**src/rtl/gpu_pkg.sv**
```systemverilog
// Shared definitions for the text-mode memory controller front end:
// command bytes, frame-decoder state encoding and default RAM address widths.
package gpu_pkg;

  // Command bytes that open a write frame
  localparam logic [7:0] CMD_WR_CHAR = 8'h01;
  localparam logic [7:0] CMD_WR_FONT = 8'h02;

  // Frame decoder state encoding (also shown on the status LEDs)
  localparam logic [2:0] S_IDLE    = 3'd0;
  localparam logic [2:0] S_CMD     = 3'd1;
  localparam logic [2:0] S_ADDR_H  = 3'd2;
  localparam logic [2:0] S_ADDR_L  = 3'd3;
  localparam logic [2:0] S_DATA    = 3'd4;
  localparam logic [2:0] S_DISCARD = 3'd5;

  typedef enum logic [2:0] {
    ST_IDLE    = S_IDLE,
    ST_CMD     = S_CMD,
    ST_ADDR_H  = S_ADDR_H,
    ST_ADDR_L  = S_ADDR_L,
    ST_DATA    = S_DATA,
    ST_DISCARD = S_DISCARD
  } dec_state_e;

  // Default address widths of the two target RAMs
  localparam int CHAR_AW_DEFAULT = 13;
  localparam int FONT_AW_DEFAULT = 12;

  // Low-order mask of aw bits within a 16-bit address
  function automatic logic [15:0] aw_mask(input int aw);
    return 16'((32'd1 << aw) - 32'd1);
  endfunction

endpackage

```
**src/rtl/spi_byte_rx.sv**
```systemverilog
// SPI mode-0 byte receiver, oversampled in the clk domain.
// Synchronises SCK/MOSI/SS, detects SCK rising edges, shifts MSB first and
// pulses byte_valid_o for one clk after the 8th bit. Also reports the synced
// frame select, its rising edge and whether that edge cut a byte short.
module spi_byte_rx #(
  parameter int SYNC_STAGES = 2
) (
  input  logic       clk,
  input  logic       rst_n,
  input  logic       sck_i,
  input  logic       mosi_i,
  input  logic       ss_n_i,
  output logic [7:0] byte_o,
  output logic       byte_valid_o,
  output logic       ss_low_o,
  output logic       ss_rise_o,
  output logic       partial_o
);

  logic [SYNC_STAGES-1:0] sck_sync_q;
  logic [SYNC_STAGES-1:0] mosi_sync_q;
  logic [SYNC_STAGES-1:0] ss_sync_q;
  logic                   sck_prev_q;
  logic                   ss_prev_q;
  logic [7:0]             shift_q;
  logic [2:0]             bit_cnt_q;
  logic [7:0]             byte_q;
  logic                   byte_valid_q;

  logic sck_s, mosi_s, ss_s, sck_rise;

  assign sck_s    = sck_sync_q[SYNC_STAGES-1];
  assign mosi_s   = mosi_sync_q[SYNC_STAGES-1];
  assign ss_s     = ss_sync_q[SYNC_STAGES-1];
  assign sck_rise = sck_s & ~sck_prev_q;

  assign byte_o       = byte_q;
  assign byte_valid_o = byte_valid_q;
  assign ss_low_o     = ~ss_s;
  assign ss_rise_o    = ss_s & ~ss_prev_q;
  assign partial_o    = ss_rise_o & (bit_cnt_q != 3'd0);

  // Synchronise inputs, then shift one bit per SCK rise while the frame is open
  always_ff @(posedge clk) begin
    if (!rst_n) begin
      sck_sync_q   <= '0;
      mosi_sync_q  <= '0;
      ss_sync_q    <= '1;   // deselected, so a reset never fakes an SS edge
      sck_prev_q   <= 1'b0;
      ss_prev_q    <= 1'b1;
      shift_q      <= '0;
      bit_cnt_q    <= '0;
      byte_q       <= '0;
      byte_valid_q <= 1'b0;
    end else begin
      sck_sync_q   <= {sck_sync_q[SYNC_STAGES-2:0], sck_i};
      mosi_sync_q  <= {mosi_sync_q[SYNC_STAGES-2:0], mosi_i};
      ss_sync_q    <= {ss_sync_q[SYNC_STAGES-2:0], ss_n_i};
      sck_prev_q   <= sck_s;
      ss_prev_q    <= ss_s;
      byte_valid_q <= 1'b0;
      if (ss_s) begin
        bit_cnt_q <= '0;
      end else if (sck_rise) begin
        shift_q   <= {shift_q[6:0], mosi_s};
        bit_cnt_q <= bit_cnt_q + 3'd1;
        if (bit_cnt_q == 3'd7) begin
          byte_q       <= {shift_q[6:0], mosi_s};
          byte_valid_q <= 1'b1;
        end
      end
    end
  end

endmodule

```
**src/rtl/spi_write_decoder.sv**
```systemverilog
// SPI write-frame decoder: turns host frames (cmd, addr_h, addr_l, data...)
// into single-cycle write strobes with auto-incrementing, wrapping addresses
// for the character RAM or the font RAM, plus LED status.
module spi_write_decoder
  import gpu_pkg::*;
#(
  parameter int SYNC_STAGES = 2,
  parameter int CHAR_AW     = CHAR_AW_DEFAULT,
  parameter int FONT_AW     = FONT_AW_DEFAULT
) (
  input  logic        clk,
  input  logic        rst_n,
  input  logic        spi_sck,
  input  logic        spi_mosi,
  input  logic        spi_ss_n,
  output logic        wr_en,
  output logic        wr_font,
  output logic [15:0] wr_addr,
  output logic [7:0]  wr_data,
  output logic        busy,
  output logic        cmd_err,
  output logic        frame_err,
  output logic [7:0]  status
);

  localparam logic [15:0] CHAR_MASK = aw_mask(CHAR_AW);
  localparam logic [15:0] FONT_MASK = aw_mask(FONT_AW);

  logic [7:0] rx_byte;
  logic       byte_valid, ss_low, ss_rise, partial;

  spi_byte_rx #(.SYNC_STAGES(SYNC_STAGES)) u_rx (
    .clk          (clk),
    .rst_n        (rst_n),
    .sck_i        (spi_sck),
    .mosi_i       (spi_mosi),
    .ss_n_i       (spi_ss_n),
    .byte_o       (rx_byte),
    .byte_valid_o (byte_valid),
    .ss_low_o     (ss_low),
    .ss_rise_o    (ss_rise),
    .partial_o    (partial)
  );

  dec_state_e  state_q;
  logic [15:0] addr_q;
  logic [15:0] addr_mask;
  logic        wr_en_q, wr_font_q, busy_q, cmd_err_q, frame_err_q, err_sticky_q;
  logic [15:0] wr_addr_q;
  logic [7:0]  wr_data_q;
  logic [2:0]  byte_cnt_q;

  // Address wraps inside whichever RAM the current frame targets
  assign addr_mask = wr_font_q ? FONT_MASK : CHAR_MASK;

  assign wr_en     = wr_en_q;
  assign wr_font   = wr_font_q;
  assign wr_addr   = wr_addr_q;
  assign wr_data   = wr_data_q;
  assign busy      = busy_q;
  assign cmd_err   = cmd_err_q;
  assign frame_err = frame_err_q;
  assign status    = {err_sticky_q, wr_font_q, state_q, byte_cnt_q};

  // Frame FSM: advances on received bytes; a closing SS wins after the byte is handled
  always_ff @(posedge clk) begin
    if (!rst_n) begin
      state_q      <= ST_IDLE;
      addr_q       <= '0;
      wr_en_q      <= 1'b0;
      wr_font_q    <= 1'b0;
      wr_addr_q    <= '0;
      wr_data_q    <= '0;
      busy_q       <= 1'b0;
      cmd_err_q    <= 1'b0;
      frame_err_q  <= 1'b0;
      err_sticky_q <= 1'b0;
      byte_cnt_q   <= '0;
    end else begin
      wr_en_q     <= 1'b0;
      cmd_err_q   <= 1'b0;
      frame_err_q <= partial;
      busy_q      <= ss_low;
      if (partial) err_sticky_q <= 1'b1;
      if (byte_valid && state_q != ST_IDLE && byte_cnt_q != 3'd7)
        byte_cnt_q <= byte_cnt_q + 3'd1;

      case (state_q)
        ST_IDLE: begin
          if (ss_low) begin
            state_q    <= ST_CMD;
            byte_cnt_q <= '0;
          end
        end
        ST_CMD: begin
          if (byte_valid) begin
            if (rx_byte == CMD_WR_CHAR) begin
              wr_font_q <= 1'b0;
              state_q   <= ST_ADDR_H;
            end else if (rx_byte == CMD_WR_FONT) begin
              wr_font_q <= 1'b1;
              state_q   <= ST_ADDR_H;
            end else begin
              cmd_err_q    <= 1'b1;
              err_sticky_q <= 1'b1;
              state_q      <= ST_DISCARD;
            end
          end
        end
        ST_ADDR_H: begin
          if (byte_valid) begin
            addr_q[15:8] <= rx_byte;
            state_q      <= ST_ADDR_L;
          end
        end
        ST_ADDR_L: begin
          if (byte_valid) begin
            addr_q  <= {addr_q[15:8], rx_byte} & addr_mask;
            state_q <= ST_DATA;
          end
        end
        ST_DATA: begin
          if (byte_valid) begin
            wr_en_q   <= 1'b1;
            wr_addr_q <= addr_q;
            wr_data_q <= rx_byte;
            addr_q    <= (addr_q + 16'd1) & addr_mask;
          end
        end
        ST_DISCARD: state_q <= ST_DISCARD;
        default:    state_q <= ST_IDLE;
      endcase

      if (ss_rise) state_q <= ST_IDLE;
    end
  end

endmodule
```
**config.mk**
```make
export PLATFORM = sky130hd
export DESIGN_NAME = spi_write_decoder
export DESIGN_NICKNAME = d
export VERILOG_FILES = /design/src/rtl/gpu_pkg.sv /design/src/rtl/spi_byte_rx.sv /design/src/rtl/spi_write_decoder.sv
export SDC_FILE = /design/constraint.sdc
export NUM_CORES = 1
export LEC_CHECK = 0
export ABC_AREA = 1
export CORE_MARGIN = 8
export CORE_UTILIZATION = 40
export DETAILED_ROUTE_END_ITERATION = 7
export PLACE_DENSITY = 0.63
export SETUP_SLACK_MARGIN = 0.5
export SYNTH_ARGS = -nofsm -noshare
export SYNTH_HDL_FRONTEND = slang
export SYNTH_SLANG_ARGS = --single-unit
```
**constraint.sdc**
```tcl
create_clock -name clk -period 2 [get_ports clk]
set_clock_uncertainty 0.2 [all_clocks]
set_input_delay 0.3 -clock clk [delete_from_list [all_inputs] [get_ports clk]]
set_output_delay 0.3 -clock clk [all_outputs]
set_load 0.03 [all_outputs]
```
==> Implementation_results.wiki <==
{| class="wikitable"
! Metric !! Value
|-
| CP Class || reg2reg
|-
| Switching power share of the total || 22.60%
|-
| End of the critical path || addr_q[5]
|-
| Switching power || 0.0006464 W
|-
| Starting density of the core || 41.15%
|-
| Final design utilization || 53.98%
|-
| Maximum operating frequency || 642.4 MHz
|-
| Count of antenna diodes in the layout || 0
|-
| Count of hold buffers inserted by post-cts repair || 0
|-
| Total power density per cell area || 644.8 nW/um^2
|-
| Yosys synthesis warning count || 0
|-
| Die outline width || 107.9 um
|-
| TritonCTS clock tree || done
|-
| Required @ worst endpoint || 2.07 ns
|-
| Total die area || 11,650 um^2
|-
| WL per Instance || 13.32 um
|-
| Static power due to leakage || 1.801 nW
|-
| Layout overhead on the synthesized area || 31.20%
|-
| Commonest cells in the netlist || 94 x sky130_fd_sc_hd__nand2_1, 79 x sky130_fd_sc_hd__dfxtp_1, 56 x sky130_fd_sc_hd__a21oi_1, 48 x sky130_fd_sc_hd__inv_1, 46 x sky130_fd_sc_hd__nand3_1
|-
| Area of placed instances || 3891 um^2
|-
| Largest family of logic cells by synthesized area || simple AND/OR/NAND/NOR gates
|-
| Share of total power in the clock network || 41.0%
|-
| Routability congestion estimate || 0.8260
|-
| Max-capacitance violation count || 0
|-
| DP Wirelength || 5.432 mm
|-
| Sequential cell area || 1607 um^2
|-
| Pin slew with the least headroom to its limit || 0.3364 ns
|-
| Final-report setup violation count || 0
|-
| Path type of the worst min-delay path || reg2reg
|-
| FP Rows || 33
|-
| Signal arrival time at the worst endpoint || 1.63 ns
|-
| Top cell type's share of synthesized area || 46.78%
|-
| Maximum number of buffers from clock root to sink || 2
|-
| Worst r2r dst || addr_q[5]
|-
| Number of iterations in the first detailed-routing pass || 4
|-
| Worst-case reg-to-reg path depth || 8
|-
| Kind of start point of the critical path || flip-flop
|-
| Post-layout nets || 529
|-
| Antenna Violating Nets Remaining || 0
|-
| Instance count along the most critical hold path || 1
|-
| Mapped Area || 3381 um^2
|-
| Synth cell types || 31
|-
| EDFF count, synth || 0
|-
| Count of buffers inserted at the top-level ports || 41
|-
| Area used by multi-input combinational logic || 1744 um^2
|-
| Number of max-slew violations in the final report || 0
|-
| Type of element capturing the critical path || flip-flop
|-
| Detailed router's first-iteration violation count || 125
|-
| Complex-gate fraction of the synthesized area || 15.54%
|-
| Cell internal pwr || 0.002214 W
|-
| Number of global-route vias before repair || 2,971
|-
| Post-placement worst setup slack || 0.1385 ns
|-
| Detailed-route via count || 3,079
|-
| Aggregate routed wire length || 8.367 mm
|-
| Time the final worst path needs with I/O delays and setup || 1.557 ns
|-
| Share of synthesized area occupied by flip-flops and latches || 46.78%
|-
| Most instantiated flip-flop cell in the synthesis netlist || sky130_fd_sc_hd__dfxtp_1
|-
| Final Worst Setup Slack || 0.4434 ns
|-
| Maximum VDD drop || 521.2 uV
|-
| Die height || 107.9 um
|-
| Origin of the worst setup path || state_q[0]
|-
| CP max FO || 7
|-
| Source of the worst register-to-register timing path || state_q[0]
|-
| Post-Synth Adder-Cell Area || 2.221%
|-
| Headroom to the max-slew limit || 77.57%
|-
| CTS Root Cell || sky130_fd_sc_hd__clkbuf_8
|-
| Post-detailed-route via-to-cell ratio || 4.903
|-
| Global route overflow || 0
|-
| Largest net degree at the start of global routing || 34
|-
| Status || finished clean
|-
| Unrepaired setup endpoints after global routing || yes
|-
| Post-Layout Cell Count || 628
|-
| Register bit count reported by yosys || 79
|-
| Clock network latency to the later pin of the worst-skew pair || 0.35 ns
|-
| Ratio of final minimum period to clock period || 77.83%
|-
| Fill cell count || 785
|-
| Share of post-route cells with drive strength above 1 || 28.11%
|-
| Area contributors post-synth || sky130_fd_sc_hd__dfxtp_1 47%, sky130_fd_sc_hd__nand2_1 10%, sky130_fd_sc_hd__a21oi_1 8.3%
|-
| First-pass GRT wire length || 13.54 mm
|-
| Final total negative setup slack || 0 ns
|-
| Top-level I/O count || 42
|-
| Residual DRC count || 0
|-
| Antenna violations before repair || 0
|-
| Clock transition at path regs || 0.08 ns
|-
| Cell total after placement || 591
|-
| Avg Inst Size Synth || 7.365 um^2
|-
| Cell type with the highest aggregate area in the netlist || sky130_fd_sc_hd__dfxtp_1
|-
| Asr flop ratio synth || 0%
|-
| Final design instance area without fill || 4436 um^2
|-
| H-tree depth || 3
|-
| Total routing resource utilization after global routing || 14.26%
|-
| Area share of and/or/nand/nor cells after synthesis || 25.28%
|-
| Top-count cell post-synth || sky130_fd_sc_hd__nand2_1
|-
| Worst-case register-to-register setup slack || 0.44 ns
|-
| Cts bufs inserted || 9
|-
| Placeable core region || 8217 um^2
|-
| Share of total power in sequential cells || 55.4%
|-
| Part of the power in combinational logic || 3.6%
|-
| Synth Net Count || 470
|-
| Multiplexer area fraction after synthesis || 0%
|-
| Number of endpoints with negative hold slack in the final report || 0
|-
| CTS Sinks || 79
|-
| Origin of the worst min-delay path || u_rx.ss_sync_q[0]
|-
| Xor-xnor portion of the synthesized cell area || 1.036%
|-
| Instance count of the mapped netlist || 459
|}
-- placed cells by master (no fill, tap or decap), types with 4 or more instances in the layout --
cell and count:
sky130_fd_sc_hd__a21oi_2 5, sky130_fd_sc_hd__o21ai_0 23, sky130_fd_sc_hd__dfxtp_2 11, sky130_fd_sc_hd__clkbuf_8 11
sky130_fd_sc_hd__dfxtp_1 65, sky130_fd_sc_hd__nor2_2 6, sky130_fd_sc_hd__buf_4 17, sky130_fd_sc_hd__nand2_1 90
sky130_fd_sc_hd__buf_2 32, sky130_fd_sc_hd__nor3_1 4, sky130_fd_sc_hd__o21ai_2 5, sky130_fd_sc_hd__o21ai_1 13
sky130_fd_sc_hd__nand2_2 4, sky130_fd_sc_hd__nor2_4 4, sky130_fd_sc_hd__nor2_1 26, sky130_fd_sc_hd__nand2_8 5
sky130_fd_sc_hd__a21oi_1 51, sky130_fd_sc_hd__nand3_1 38, sky130_fd_sc_hd__inv_2 4, sky130_fd_sc_hd__buf_6 5
sky130_fd_sc_hd__nand3_2 7, sky130_fd_sc_hd__inv_1 47, sky130_fd_sc_hd__clkdlybuf4s15_2 4, sky130_fd_sc_hd__clkdlybuf4s50_1 4
-- metrics by stage --
step	hold slack, ns	total power (W)
2_1_floorplan	0.1905	0.001679
3_3_place_gp	0.1947	0.001709
3_5_place_dp	0.2030	0.001711
4_1_cts	0.2238	0.002883
5_1_grt	0.2410	0.002974
6_report	0.2182	0.002860
-- cell families after synthesis --
family                     count (synthesis)
adders and majority gates                  6
xor gates and xnor gates                   4
and+or+nand+nor                          194
buffers and inverters                     74
DFF                                       79
AOI/OAI and AO/OA                        102
-- timing repair --
| action | 4_1_cts | 5_1_grt |
|---|---|---|
| buffers inserted | 9 | 8 |
| gates resized for setup | 181 | 83 |
| cloned | 2 | 2 |
| pin swaps | 7 | 24 |
| endpoints found under the setup margin | 81 | 68 |
-- sequential cells by signal (all words and copies together), names as in the netlist, 2 cells and up --
register	count
byte_cnt_q	3
wr_addr	16
u_rx.bit_cnt_q	3
u_rx.shift_q	7
u_rx.ss_sync_q	2
state_q	3
addr_q	16
u_rx.mosi_sync_q	2
wr_data	8
u_rx.sck_sync_q	2
u_rx.byte_o	8
-- metal layers --
metal | up-vias | GRT usage, % | part of all wire, %
met1 | 1394 | 16.68 | 46
met5 | - | 0 | 0
met3 | 18 | 3.629 | 4.2
li1 | 1609 | - | -
met2 | 58 | 24.39 | 48
met4 | 0 | 5.748 | 1.9
-- worst min path at each step --
stage | end
finish | u_rx.ss_sync_q[1]
global route | u_rx.mosi_sync_q[1]
detailed placement | u_rx.ss_sync_q[1]
CTS | u_rx.ss_sync_q[1]
global placement | u_rx.sck_sync_q[1]
floorplan | u_rx.mosi_sync_q[1]
-- power groups by stage --
stage               combinational (W)  clock, W  sequential (W)
floorplan                   0.0000525         0         0.00163
global placement            0.0000853         0         0.00162
detailed placement          0.0000868         0         0.00162
CTS                         0.0000940   0.00120         0.00159
global route                 0.000115   0.00127         0.00159
finish                       0.000104   0.00117         0.00158
-- worst max-delay path, stage by stage (launching register included) --
cell and delay, ns:
sky130_fd_sc_hd__dfxtp_4 0.36, sky130_fd_sc_hd__nor2_4 0.21, sky130_fd_sc_hd__nand2_8 0.13, sky130_fd_sc_hd__buf_6 0.16
sky130_fd_sc_hd__nor2_2 0.07, sky130_fd_sc_hd__nand2_1 0.05, sky130_fd_sc_hd__o21ai_1 0.07, sky130_fd_sc_hd__nand2_1 0.07
sky130_fd_sc_hd__a21oi_1 0.16
-- final cells by class --
class                   count  area share (%)
inverters                  53           4.937
clock buffers              13           4.062
repair buffers             66           11.59
clock inverters             3          0.5360
repair inverters            1          0.3667
well taps                 105           2.962
flip-flops and latches     79           36.22
multi-input cells         308           39.32
No activity file was read; power rests on OpenSTA's default activity.
